--- src/rtl/run_control.sv ---
// run_control: synchronises and debounces KEY1, classifies short/long presses,
// runs the IDLE/RUN/PAUSE/DONE controller and keeps a two-digit BCD pass count.
module run_control #(
    parameter int DEBOUNCE_TICKS   = 2,
    parameter int LONG_PRESS_TICKS = 20,
    parameter int MAX_PASSES       = 10
) (
    input  logic       clk_01hz,
    input  logic       reset,
    input  logic       key_start_n,
    input  logic       mode_continuous,
    input  logic       seq_wrap,
    output logic       run,
    output logic       seq_clear,
    output logic       paused,
    output logic       done,
    output logic [3:0] pass_tens,
    output logic [3:0] pass_ones,
    output logic [1:0] state
);

    localparam logic [1:0] ST_IDLE  = 2'd0;
    localparam logic [1:0] ST_RUN   = 2'd1;
    localparam logic [1:0] ST_PAUSE = 2'd2;
    localparam logic [1:0] ST_DONE  = 2'd3;

    localparam logic [3:0] DB_LIMIT   = 4'(DEBOUNCE_TICKS);
    localparam logic [5:0] HOLD_LIMIT = 6'(LONG_PRESS_TICKS);
    localparam logic [3:0] MAX_TENS   = 4'(MAX_PASSES / 10);
    localparam logic [3:0] MAX_ONES   = 4'(MAX_PASSES % 10);

    logic       s1;
    logic       s2;
    logic       pressed;
    logic [3:0] db_cnt;
    logic [5:0] hold_cnt;
    logic       long_fired;
    logic       long_next;
    logic       long_evt;
    logic       short_evt;

    logic [3:0] inc_tens;
    logic [3:0] inc_ones;
    logic       inc_at_limit;

    // Long press is reported once per hold; long_fired masks the saturated count.
    assign long_next = pressed && (hold_cnt == HOLD_LIMIT) && !long_fired;

    // Key synchroniser, debounce, hold timer and press classification.
    always_ff @(posedge clk_01hz or posedge reset) begin
        if (reset) begin
            s1         <= 1'b0;
            s2         <= 1'b0;
            pressed    <= 1'b0;
            db_cnt     <= '0;
            hold_cnt   <= '0;
            long_fired <= 1'b0;
            long_evt   <= 1'b0;
            short_evt  <= 1'b0;
        end else begin
            s1 <= ~key_start_n;
            s2 <= s1;

            if (s2 != pressed) begin
                if (db_cnt + 4'd1 == DB_LIMIT) begin
                    pressed <= s2;
                    db_cnt  <= '0;
                end else begin
                    db_cnt <= db_cnt + 4'd1;
                end
            end else begin
                db_cnt <= '0;
            end

            if (!pressed)
                hold_cnt <= '0;
            else if (hold_cnt != HOLD_LIMIT)
                hold_cnt <= hold_cnt + 6'd1;

            long_evt   <= long_next;
            long_fired <= pressed && (long_fired || long_next);
            // A non-zero hold count with pressed low means pressed fell on the last edge.
            short_evt  <= !pressed && (hold_cnt != '0) && (hold_cnt < HOLD_LIMIT);
        end
    end

    // BCD increment of the pass count and single-shot limit compare.
    always_comb begin
        inc_tens = pass_tens;
        inc_ones = pass_ones + 4'd1;
        if (pass_ones == 4'd9) begin
            inc_ones = 4'd0;
            inc_tens = (pass_tens == 4'd9) ? 4'd0 : pass_tens + 4'd1;
        end
        inc_at_limit = (inc_tens == MAX_TENS) && (inc_ones == MAX_ONES);
    end

    // Run-control FSM, pass counter and one-tick sequencer clear.
    always_ff @(posedge clk_01hz or posedge reset) begin
        if (reset) begin
            state     <= ST_IDLE;
            pass_tens <= '0;
            pass_ones <= '0;
            seq_clear <= 1'b0;
        end else begin
            seq_clear <= 1'b0;
            if (long_evt) begin
                state     <= ST_IDLE;
                pass_tens <= '0;
                pass_ones <= '0;
                seq_clear <= 1'b1;
            end else begin
                case (state)
                    ST_IDLE, ST_DONE: begin
                        if (short_evt) begin
                            state     <= ST_RUN;
                            pass_tens <= '0;
                            pass_ones <= '0;
                            seq_clear <= 1'b1;
                        end
                    end
                    ST_RUN: begin
                        if (seq_wrap) begin
                            pass_tens <= inc_tens;
                            pass_ones <= inc_ones;
                            // Reaching the limit outranks a coincident pause request.
                            if (!mode_continuous && inc_at_limit)
                                state <= ST_DONE;
                            else if (short_evt)
                                state <= ST_PAUSE;
                        end else if (short_evt) begin
                            state <= ST_PAUSE;
                        end
                    end
                    ST_PAUSE: begin
                        if (short_evt)
                            state <= ST_RUN;
                    end
                    default: state <= ST_IDLE;
                endcase
            end
        end
    end

    assign run    = (state == ST_RUN);
    assign paused = (state == ST_PAUSE);
    assign done   = (state == ST_DONE);

endmodule

--- config.mk ---
export PLATFORM = sky130hd
export DESIGN_NAME = run_control
export DESIGN_NICKNAME = d
export VERILOG_FILES = /design/src/rtl/run_control.sv
export SDC_FILE = /design/constraint.sdc
export NUM_CORES = 1
export LEC_CHECK = 0
export CORE_UTILIZATION = 50
export CTS_CLUSTER_SIZE = 20
export DETAILED_ROUTE_END_ITERATION = 10
export PLACE_DENSITY = 0.73
export SLEW_MARGIN = 20
export SYNTH_ARGS = -nofsm -noshare
export SYNTH_HDL_FRONTEND = slang
export SYNTH_SLANG_ARGS = --single-unit
--- constraint.sdc ---
create_clock -name clk_01hz -period 3.1 [get_ports clk_01hz]
set_input_delay 0.465 -clock clk_01hz [delete_from_list [all_inputs] [get_ports clk_01hz]]
set_output_delay 0.465 -clock clk_01hz [all_outputs]
set_load 0.005 [all_outputs]
* After elaboration in Yosys (flattened, before gate mapping)
Cells that the tools add are included.
Widths: inputs -> output; s select.
** Word-level totals
- Output and inout port bits :: 14
- Flip-flop bits (word level) :: 27
** Operators by class
- Equal/unequal tests :: 14
- Bitwise gates (word level) :: 1
- Add/subtract/negate cells :: 4
- Magnitude comparators :: 1
- Reductions and logical operators :: 19
- Muxes and demuxes :: 23
** Operators with widths (count)
- $mux 4 :: 10
- $pmux 4 s2 :: 2
- $add 4x1->4 const B :: 3
- $mux 6 :: 2
- $mux 2 :: 5
- $eq 4x4->1 const B :: 2
- $logic_and 1x1->1 :: 7
- $add 6x1->6 const B :: 1
- $eq 6x5->1 const B :: 1
- $lt 6x5->1 const B :: 1
- $ne 6x5->1 const B :: 1
- $reduce_bool 6->1 :: 1
- $eq 2x2->1 const B :: 2
- $eq 4x1->1 const B :: 1
- $eq 4x2->1 const B :: 1
- $logic_not 4->1 :: 1
- $pmux 2 s2 :: 1
- $logic_not 1->1 :: 3
- $mux 1 :: 3
- $ne 3x1->1 const B :: 1
- $ne 3x2->1 const B :: 1
- $ne 3x3->1 const B :: 1
- $reduce_and 3->1 :: 1
- $reduce_bool 3->1 :: 1
- other kinds (9) :: 9

* Depth between registers and ports, before layout
Gate-level depths: netlist of the first run.
- Depth after elaboration :: 10
- Mapped depth :: 6
- Gate-level depth less buffers :: 6

* Worst setup path before layout of the first run
No wires, ideal clock.
- Kind :: reg-to-reg
- From :: reg state[1]
- To :: reg pass_ones[3]
- Cell stages (with the launch flop) :: 7
- Setup slack :: 1365 ps
- Clock period less this slack :: 1735 ps
- Data arrival time :: 1614 ps
- Data required time :: 2979 ps
- Cell sequence :: dfrtp_1 > inv_1 > ha_1 > mux2_2 > a21oi_2 > o31ai_1 > a22o_1
** RTL lines
- from (decl) :: RTL line 19 : output logic [1:0] state
- from (signal assigned) :: RTL line 101 : state <= ST_IDLE;
- from (signal assigned) :: RTL line 108 : state <= ST_IDLE;
- from (signal assigned) :: RTL line 116 : state <= ST_RUN;
- $eq 2x1->1 *
- via run :: RTL line 13 : output logic run,
- $ne 3x2->1 (no line), or another cell as far along
- $reduce_and 3->1 (no line) or $mux 4 (tied branches)
- to (signal assigned) :: RTL line 125 : pass_ones <= inc_ones;
- to (decl) :: RTL line 18 : output logic [3:0] pass_ones,
The timed path passes the listed nets; every way through them passes the cells marked *.
A chain may end at the register's enable or synchronous reset.

* Worst setup path after layout of the first run
- From :: reg state[1]
- To :: out run
** Between the ends
- Cells in the longest elaborated chain, start to end :: 1
** RTL lines
- $eq 2x1->1 :: RTL line 145 : assign run = (state == ST_RUN);
- to (decl) :: RTL line 13
No other way between the ends.

==> metrics.md, run 1 <==
| Metric | Value |
|---|---|
| Global-route usage over all layers | approximately 20% |
| Drc violations | 0 |
| Crit Path Class | flop to output port |
| Fin util | 61.3% |
| Setup tns final | 0 ns |
| Switching pwr | around 0.00052 W |
| Initial core utilization | approximately 54% |
| Ant diodes | 0 |
| Part of the power in registers | a little over two fifths |
| Xor and xnor area share after synthesis | around 4.6% |
| Std-Cell Rows | 19 |
| Post-synth top area cell | dfrtp_1 |
| Synth Net Count | 160 |
| Sequential-to-total area share from yosys stat | between 40 and 50% |
| Clk pwr share | about 11% |
| Clk pin slew, worst setup/hold paths | about 0.15 ns |
| DRT Wirelength | 2770 um |
| Peak VDD IR | 0.363 mV |
| Largest family of logic cells by synthesized area | simple AND/OR/NAND/NOR gates |
| Clock sink count | 27 |
| Warnings from Yosys | 0 |
| CTS tree | built |
| Final Setup Violations | 0 |
| Clk buf depth | 2 |
| Global-route wire length before repair | slightly below 5000 um |
| Synth unique cells | 49 |
| Synth Area in Simple Gates | 20.3% |
| DR iter-0 viols | between 50 and 60 |
| Metal3 WL | 79 um |
| Post-CTS sizing | 0 |
| Detailed Place HPWL | 2020 um |
| Final Max Slew Viols | 0 |
| Post-synth top flop | dfrtp_1 |
| CP delay by family, top | buffers and inverters |
| H-tree levels | 1 |
| Area of the mapped netlist | 1510 um^2 |
| Area Growth Syn to Fin | 13.8% |
| Crit share post-route | 68.0% |
| Ranking of synthesized cells by area | dfrtp_1 45%, ha_1 5.8%, xnor2_1 3.5%, o21ai_1 3.3%, inv_1 2.5% |
| Vias in the first global route | 1090 |
| Synth Area per Inst | around 10 um^2 |
| Asr flop ratio synth | 100% |
| RD Place Congestion | between 0.8 and 0.9 |
| Final ANT Viol Nets | 0 |
| Top layer in use | met4 |
| RSZ-0062 raised after global routing | no |
| Share of layout cells above drive strength 1 | under 10% |
| Max incr delay on CP | 0.54 ns |
| Chip height | around 57 um |
| Max Cap Viol | 0 |
| F_max | about 0.47 GHz |
| Final Hold Fails | 0 |
| Vias per inst | 5.67 |
| Worst rel slew slack | 73.7% |
| Post-CTS setup buffer count | 0 |
| Yosys top cell area share | between 40 and 50% |
| Via count | about 1100 |
| Drt pass-1 iters | 4 |
| CP bufs+invs | 2 |
| Dpl cell area | roughly 1700 um^2 |
| Leak | 0.766 nW |
| Port Buffers | 18 |
| Net Sw Frac | slightly below 40% |
| Die ar. | about 3200 um^2 |
| WP data required | 2.63 ns |
| Internal Power | just over 0.0008 W |
| I/O pin total | 19 |
| Wl on met1 | approximately 1300 um |
| Status | complete, no violations |
| Comb power frac | 45.8% |
| PwrDens | a little under 800 nW/um^2 |
| Tmin final | roughly 2.1 ns |
| Initial antenna violation count | 0 |
| Die X | 57.0 um |
| Clock latency on the worst-skew pair | approximately 0.33 ns |
| Adder-cell share of the synthesized area | ~5.8% |
| Core ar. | ~2800 um^2 |
| Largest net degree at the start of global routing | 27 |
| Post-synth EDFFs | 0 |
| Compound-gate portion of the synthesized area | between 15 and 20% |
| TritonCTS Buffers | 3 |
| Crit path DAT | 1.64 ns |
| Worst Path Max Fanout | 5 |
| Post-cts hold buffer count | 0 |
| Hold WC Path Type | input pin to async pin |
| Clk_skew | roughly 0.015 ns |
| WL/cell | approximately 14 um |
| Routed wl met2 | about 1400 um |
| Setup crit end kind | output port |
| Congestion Overflow GR | 0 |
| Nets | 178 |
| Post-Syn Instances | between 100 and 150 |
| Root buf cell | clkbuf_4 |
| CP Cell Sequence | inv_1 -> ha_1 -> clkdlybuf4s50_1 |
| #FFs+latches synth | 27 |
| Final instance area | around 1700 um^2 |
| Worst slew pin tran | about 0.4 ns |
| CP max-delay cell | clkdlybuf4s50_1 |
| CP Launch Type | flop |
| Mux contribution to synthesized area | 2.15% |
-- area by class of cell --
| type | instances | area, um^2 |
|---|---|---|
| inverters | 10 | 37.5 |
| well taps | 31 | 38.8 |
| multi-input cells | 105 | 754 |
| repair buffers | 19 | 188 |
| clock buffers | 4 | 26.3 |
| fillers | 250 | 1080 |
| flip-flops and latches | 27 | 676 |
-- Yosys cell counts, types with 2 or more instances --
master	count
a21boi_1	3
a21o_1	2
a21oi_1	3
a31oi_1	2
and2_1	2
and2b_1	2
and4_1	2
and4bb_1	2
buf_6	2
dfrtp_1	27
ha_1	7
inv_1	10
nand2_1	9
nand2b_1	5
nand3_1	5
nor2_1	7
nor2b_1	4
nor3_1	4
nor4b_1	2
o21a_1	2
o21ai_0	2
o21ai_1	10
o31ai_1	2
xnor2_1	6
xor2_1	2
-- path summary, 6_finish.rpt --
check,cells after the start,slack [ns],end,startpoint
setup / recovery,3,0.99,run,state[1]$_DFFE_PP0P_
hold / removal,2,0.25,s1$_DFF_PP0_,reset
setup reg to reg,6,1.17,pass_ones[3]$_DFFE_PP0P_,state[1]$_DFFE_PP0P_
hold reg to reg,0,0.37,s2$_DFF_PP0_,s1$_DFF_PP0_
max in group asynchronous,3,2.34,pass_ones[1]$_DFFE_PP0P_,reset
min in group clk_01hz,0,0.37,s2$_DFF_PP0_,s1$_DFF_PP0_
-- kinds of logic (layout without fill, tap and decap cells) --
family                   Yosys count  after routing
AO/OA/AOI/OAI                     35             35
adder cells (fa/ha/maj)            7              7
AND/OR/NAND/NOR                   52             52
buffers and inverters             16             33
multiplexers                       3              3
XOR/XNOR                           8              8
flip-flops                        27             27
-- metal layers --
layer	global-route usage, %	vias up
met5	0	-
met3	2.04	5
met1	27.3	532
met2	32.3	21
met4	6.27	0
li1	-	553
-- through the flow --
step	instances	hold slack, ns	setup WS (ns)	total power, W
after detailed placement	192	0.348	1.11	0.00119
after floorplan	148	0.331	1.36	0.000976
after global routing	196	0.274	0.879	0.00145
after CTS	196	0.240	0.976	0.00135
after global placement	192	0.336	1.17	0.00116
final	196	0.248	0.991	0.00134
-- sequential cells by signal, indices dropped and copies added, names as in the netlist --
name and cells:
db_cnt 4, pass_ones 4, hold_cnt 6, long_fired 1, short_evt 1, state 2
seq_clear 1, pass_tens 4, s1 1, s2 1, long_evt 1, pressed 1
-- power groups by stage --
stage                     Combinational, W  Clock (W)  Sequential (W)
after floorplan                   0.000449          0        0.000526
after global placement            0.000592          0        0.000571
after detailed placement          0.000611          0        0.000579
after CTS                         0.000616   0.000158        0.000573
after global routing              0.000689   0.000173        0.000593
final                             0.000613   0.000151        0.000574
-- cell usage in the layout, fill, tap and decap left out, types with 4 or more instances in the layout --
| cell type | Yosys | routed |
|---|---|---|
| dfrtp_1 | 27 | 27 |
| clkdlybuf4s50_1 | 0 | 18 |
| inv_1 | 10 | 10 |
| o21ai_1 | 10 | 10 |
| nand2_1 | 9 | 9 |
| nor2_1 | 7 | 7 |
| ha_1 | 7 | 7 |
| xnor2_1 | 6 | 6 |
| nand2b_1 | 5 | 5 |
| nand3_1 | 5 | 5 |
| nor2b_1 | 4 | 4 |
| nor3_1 | 4 | 4 |
No activity file was read; power rests on OpenSTA's default activity.
==> inputs of run 2 (changes only) <==
CORE_UTILIZATION = 49   (was 50)
PLACE_DENSITY = 0.75   (was 0.73)
clock period = 1.7 ns   (was 3.1 ns; I/O delays follow)
==> metrics.md, run 2 (synthesis results as in run 1) <==
| Metric | Value |
|---|---|
| I/O pin total | 19 |
| DRT Wirelength | roughly 3000 um |
| Reg2reg path depth | 6 |
| Worst slew pin tran | between 0.3 and 0.4 ns |
| Post-cts hold buffer count | 0 |
| Crit path from | state[0]$_DFFE_PP0P_ |
| Clock latency on the worst-skew pair | roughly 0.32 ns |
| Global-route wire length before repair | ~5300 um |
| Filler cell count | about 230 |
| Congestion Overflow GR | 0 |
| Part of the power in registers | between 30% and 40% |
| Reg2reg setup slack | 0.05 ns |
| Root buf cell | clkbuf_4 |
| Chip height | 57.5 um |
| Via count | 1193 |
| Hold WC Path Type | input pin to async pin |
| Switching pwr | between 0.001 and 0.0015 W |
| Stages on the worst setup path | 6 |
| RSZ-0062 raised after global routing | no |
| Failing checks | design-rule violations |
| Max Cap Viol | 0 |
| Final Hold Fails | 0 |
| Area Growth Syn to Fin | 21.0% |
| Post-route insts no fill | just over 200 |
| Internal Power | ~0.0017 W |
| CP delay by family, top | compound AO/OA/AOI/OAI gates |
| Die ar. | between 3000 and 4000 um^2 |
| Ant diodes | 0 |
| Clk pin slew, worst setup/hold paths | approximately 0.14 ns |
| Multi-input logic area | roughly 800 um^2 |
| Comb power frac | between 50% and 60% |
| Clk pwr share | between 10% and 20% |
| Register Area | about 680 um^2 |
| Max reg flops | 6 |
| Max incr delay on CP | 0.48 ns |
| Crit Path Class | flop to flop |
| Drt pass-1 iters | 9 |
| Crit path DAT | between 1.5 and 2 ns |
| Commonest non-fill, non-tap cell in the layout | dfrtp_1 |
| Die X | 57.5 um |
| Clk_skew | about 0.0044 ns |
| Final Max Slew Viols | 0 |
| Reg-to-reg startpoint | state[0]$_DFFE_PP0P_ |
| CP max-delay cell | dfrtp_2 |
| Total power | 0.00271 W |
| Final ANT Viol Nets | 0 |
| Initial core utilization | 53.4% |
| PwrDens | 1480 nW/um^2 |
| Share of layout cells above drive strength 1 | about 17% |
| Vias per inst | between 5 and 6 |
| Leak | 0.816 nW |
| CTS tree | built |
| Port Buffers | 18 |
| Net Sw Frac | between 30% and 40% |
| Most frequent cells in the layout | 22 x dfrtp_1, 15 x clkdlybuf4s50_1, 10 x o21ai_1, 9 x nand2_1 |
| Drc violations | 1 |
| Tmin final | 1.65 ns |
| Core ar. | approximately 2800 um^2 |
| Nets | approximately 190 |
| Peak VDD IR | 0.653 mV |
| Global-route usage over all layers | 20.6% |
| Crit path to | pass_ones[3]$_DFFE_PP0P_ |
| Crit share post-route | 96.8% |
| RD Place Congestion | roughly 0.79 |
| Final Setup Violations | 0 |
| F_max | 0.608 GHz |
| Worst rel slew slack | between 70% and 80% |
| Setup tns final | 0 ns |
| Clk buf depth | 2 |
| H-tree levels | 1 |
| Clock sink count | 27 |
| WP data required | between 1.5 and 2 ns |
| Setup crit end kind | flop |
| Status | complete, but fails checks |
| Std-Cell Rows | 19 |
| Top reg by flops | hold_cnt |
| Vias in the first global route | 1294 |
| CP Cell Sequence | inv_2 -> ha_4 -> mux2_4 -> a21oi_4 -> o31ai_1 -> a22o_1 |
| Initial antenna violation count | 0 |
| DR iter-0 viols | 61 |
| CP Launch Type | flop |
| Crit Reg-Reg Endpoint | pass_ones[3]$_DFFE_PP0P_ |
| Worst Path Max Fanout | 5 |
| Largest net degree at the start of global routing | 28 |
| Inst Count DP | around 200 |
| WL/cell | 14.5 um |
| CP bufs+invs | 1 |
| Detailed Place HPWL | approximately 2200 um |
| TritonCTS Buffers | 3 |
==> run 2: layer usage <==
metal  track usage (%)  vias up  part of all wire [%]
li1                  -      569                     -
met1              21.8      599                    41
met2              39.0       19                    55
met3              2.95        6                   2.3
met4              10.5        0                   1.4
met5                 0        -                     0
==> run 2: final cells by class <==
class                           instances  area share, %
Inverter                               10           2.05
Sequential cell                        27           37.3
Multi-Input combinational cell        105           43.5
Timing Repair Buffer                   27           13.5
Tap cell                               31           2.12
Clock buffer                            3           1.23
Clock inverter                          1          0.274
==> run 2: metrics by stage <==
stage	utilization [%]	hold slack [ns]	instance area, um^2	worst slack, ns
after floorplan	-	0.308	1520	0.00451
after global placement	61.7	0.335	1750	0.0543
after detailed placement	61.7	0.339	1750	-0.0474
after CTS	64.3	0.269	1820	0.0285
after global routing	64.7	0.307	1830	0.000645
final	64.7	0.265	1830	0.0550
==> run 2: repair_timing <==
| item | in CTS | in global routing |
|---|---|---|
| setup endpoints to repair | 10 | 6 |
| buffers inserted | 2 | 0 |
| gates resized for setup | 12 | 4 |
| pin swaps | 3 | 2 |
| endpoints found under the hold margin | 0 | 0 |
==> run 2: how the worst min path moves through the flow <==
stage | from | endpoint | slack (ns) | cells past startpoint
3_5_place_dp | s1$_DFF_PP0_ | s2$_DFF_PP0_ | 0.34 | 0
5_1_grt | reset | pass_tens[2]$_DFFE_PP0P_ | 0.31 | 3
4_1_cts | reset | pass_ones[0]$_DFFE_PP0P_ | 0.27 | 3
3_3_place_gp | s1$_DFF_PP0_ | s2$_DFF_PP0_ | 0.34 | 0
6_report | reset | pass_tens[2]$_DFFE_PP0P_ | 0.26 | 3
2_1_floorplan | reset | db_cnt[0]$_DFF_PP0_ | 0.31 | 1
==> run 2: power groups by stage <==
stage / Clock, W / Sequential [W] / Combinational (W)
3_3_place_gp: 0 / 0.000989 / 0.00127
6_report: 0.000272 / 0.00100 / 0.00144
4_1_cts: 0.000286 / 0.000996 / 0.00142
3_5_place_dp: 0 / 0.00101 / 0.00132
2_1_floorplan: 0 / 0.000960 / 0.000847
5_1_grt: 0.000306 / 0.00103 / 0.00159
==> run 2: worst reg2reg max path, cell delays in order, from the launching register on <==
cell	delay, ns
dfrtp_2	0.48
inv_2	0.09
ha_4	0.20
mux2_4	0.29
a21oi_4	0.16
o31ai_1	0.11
a22o_1	0.22
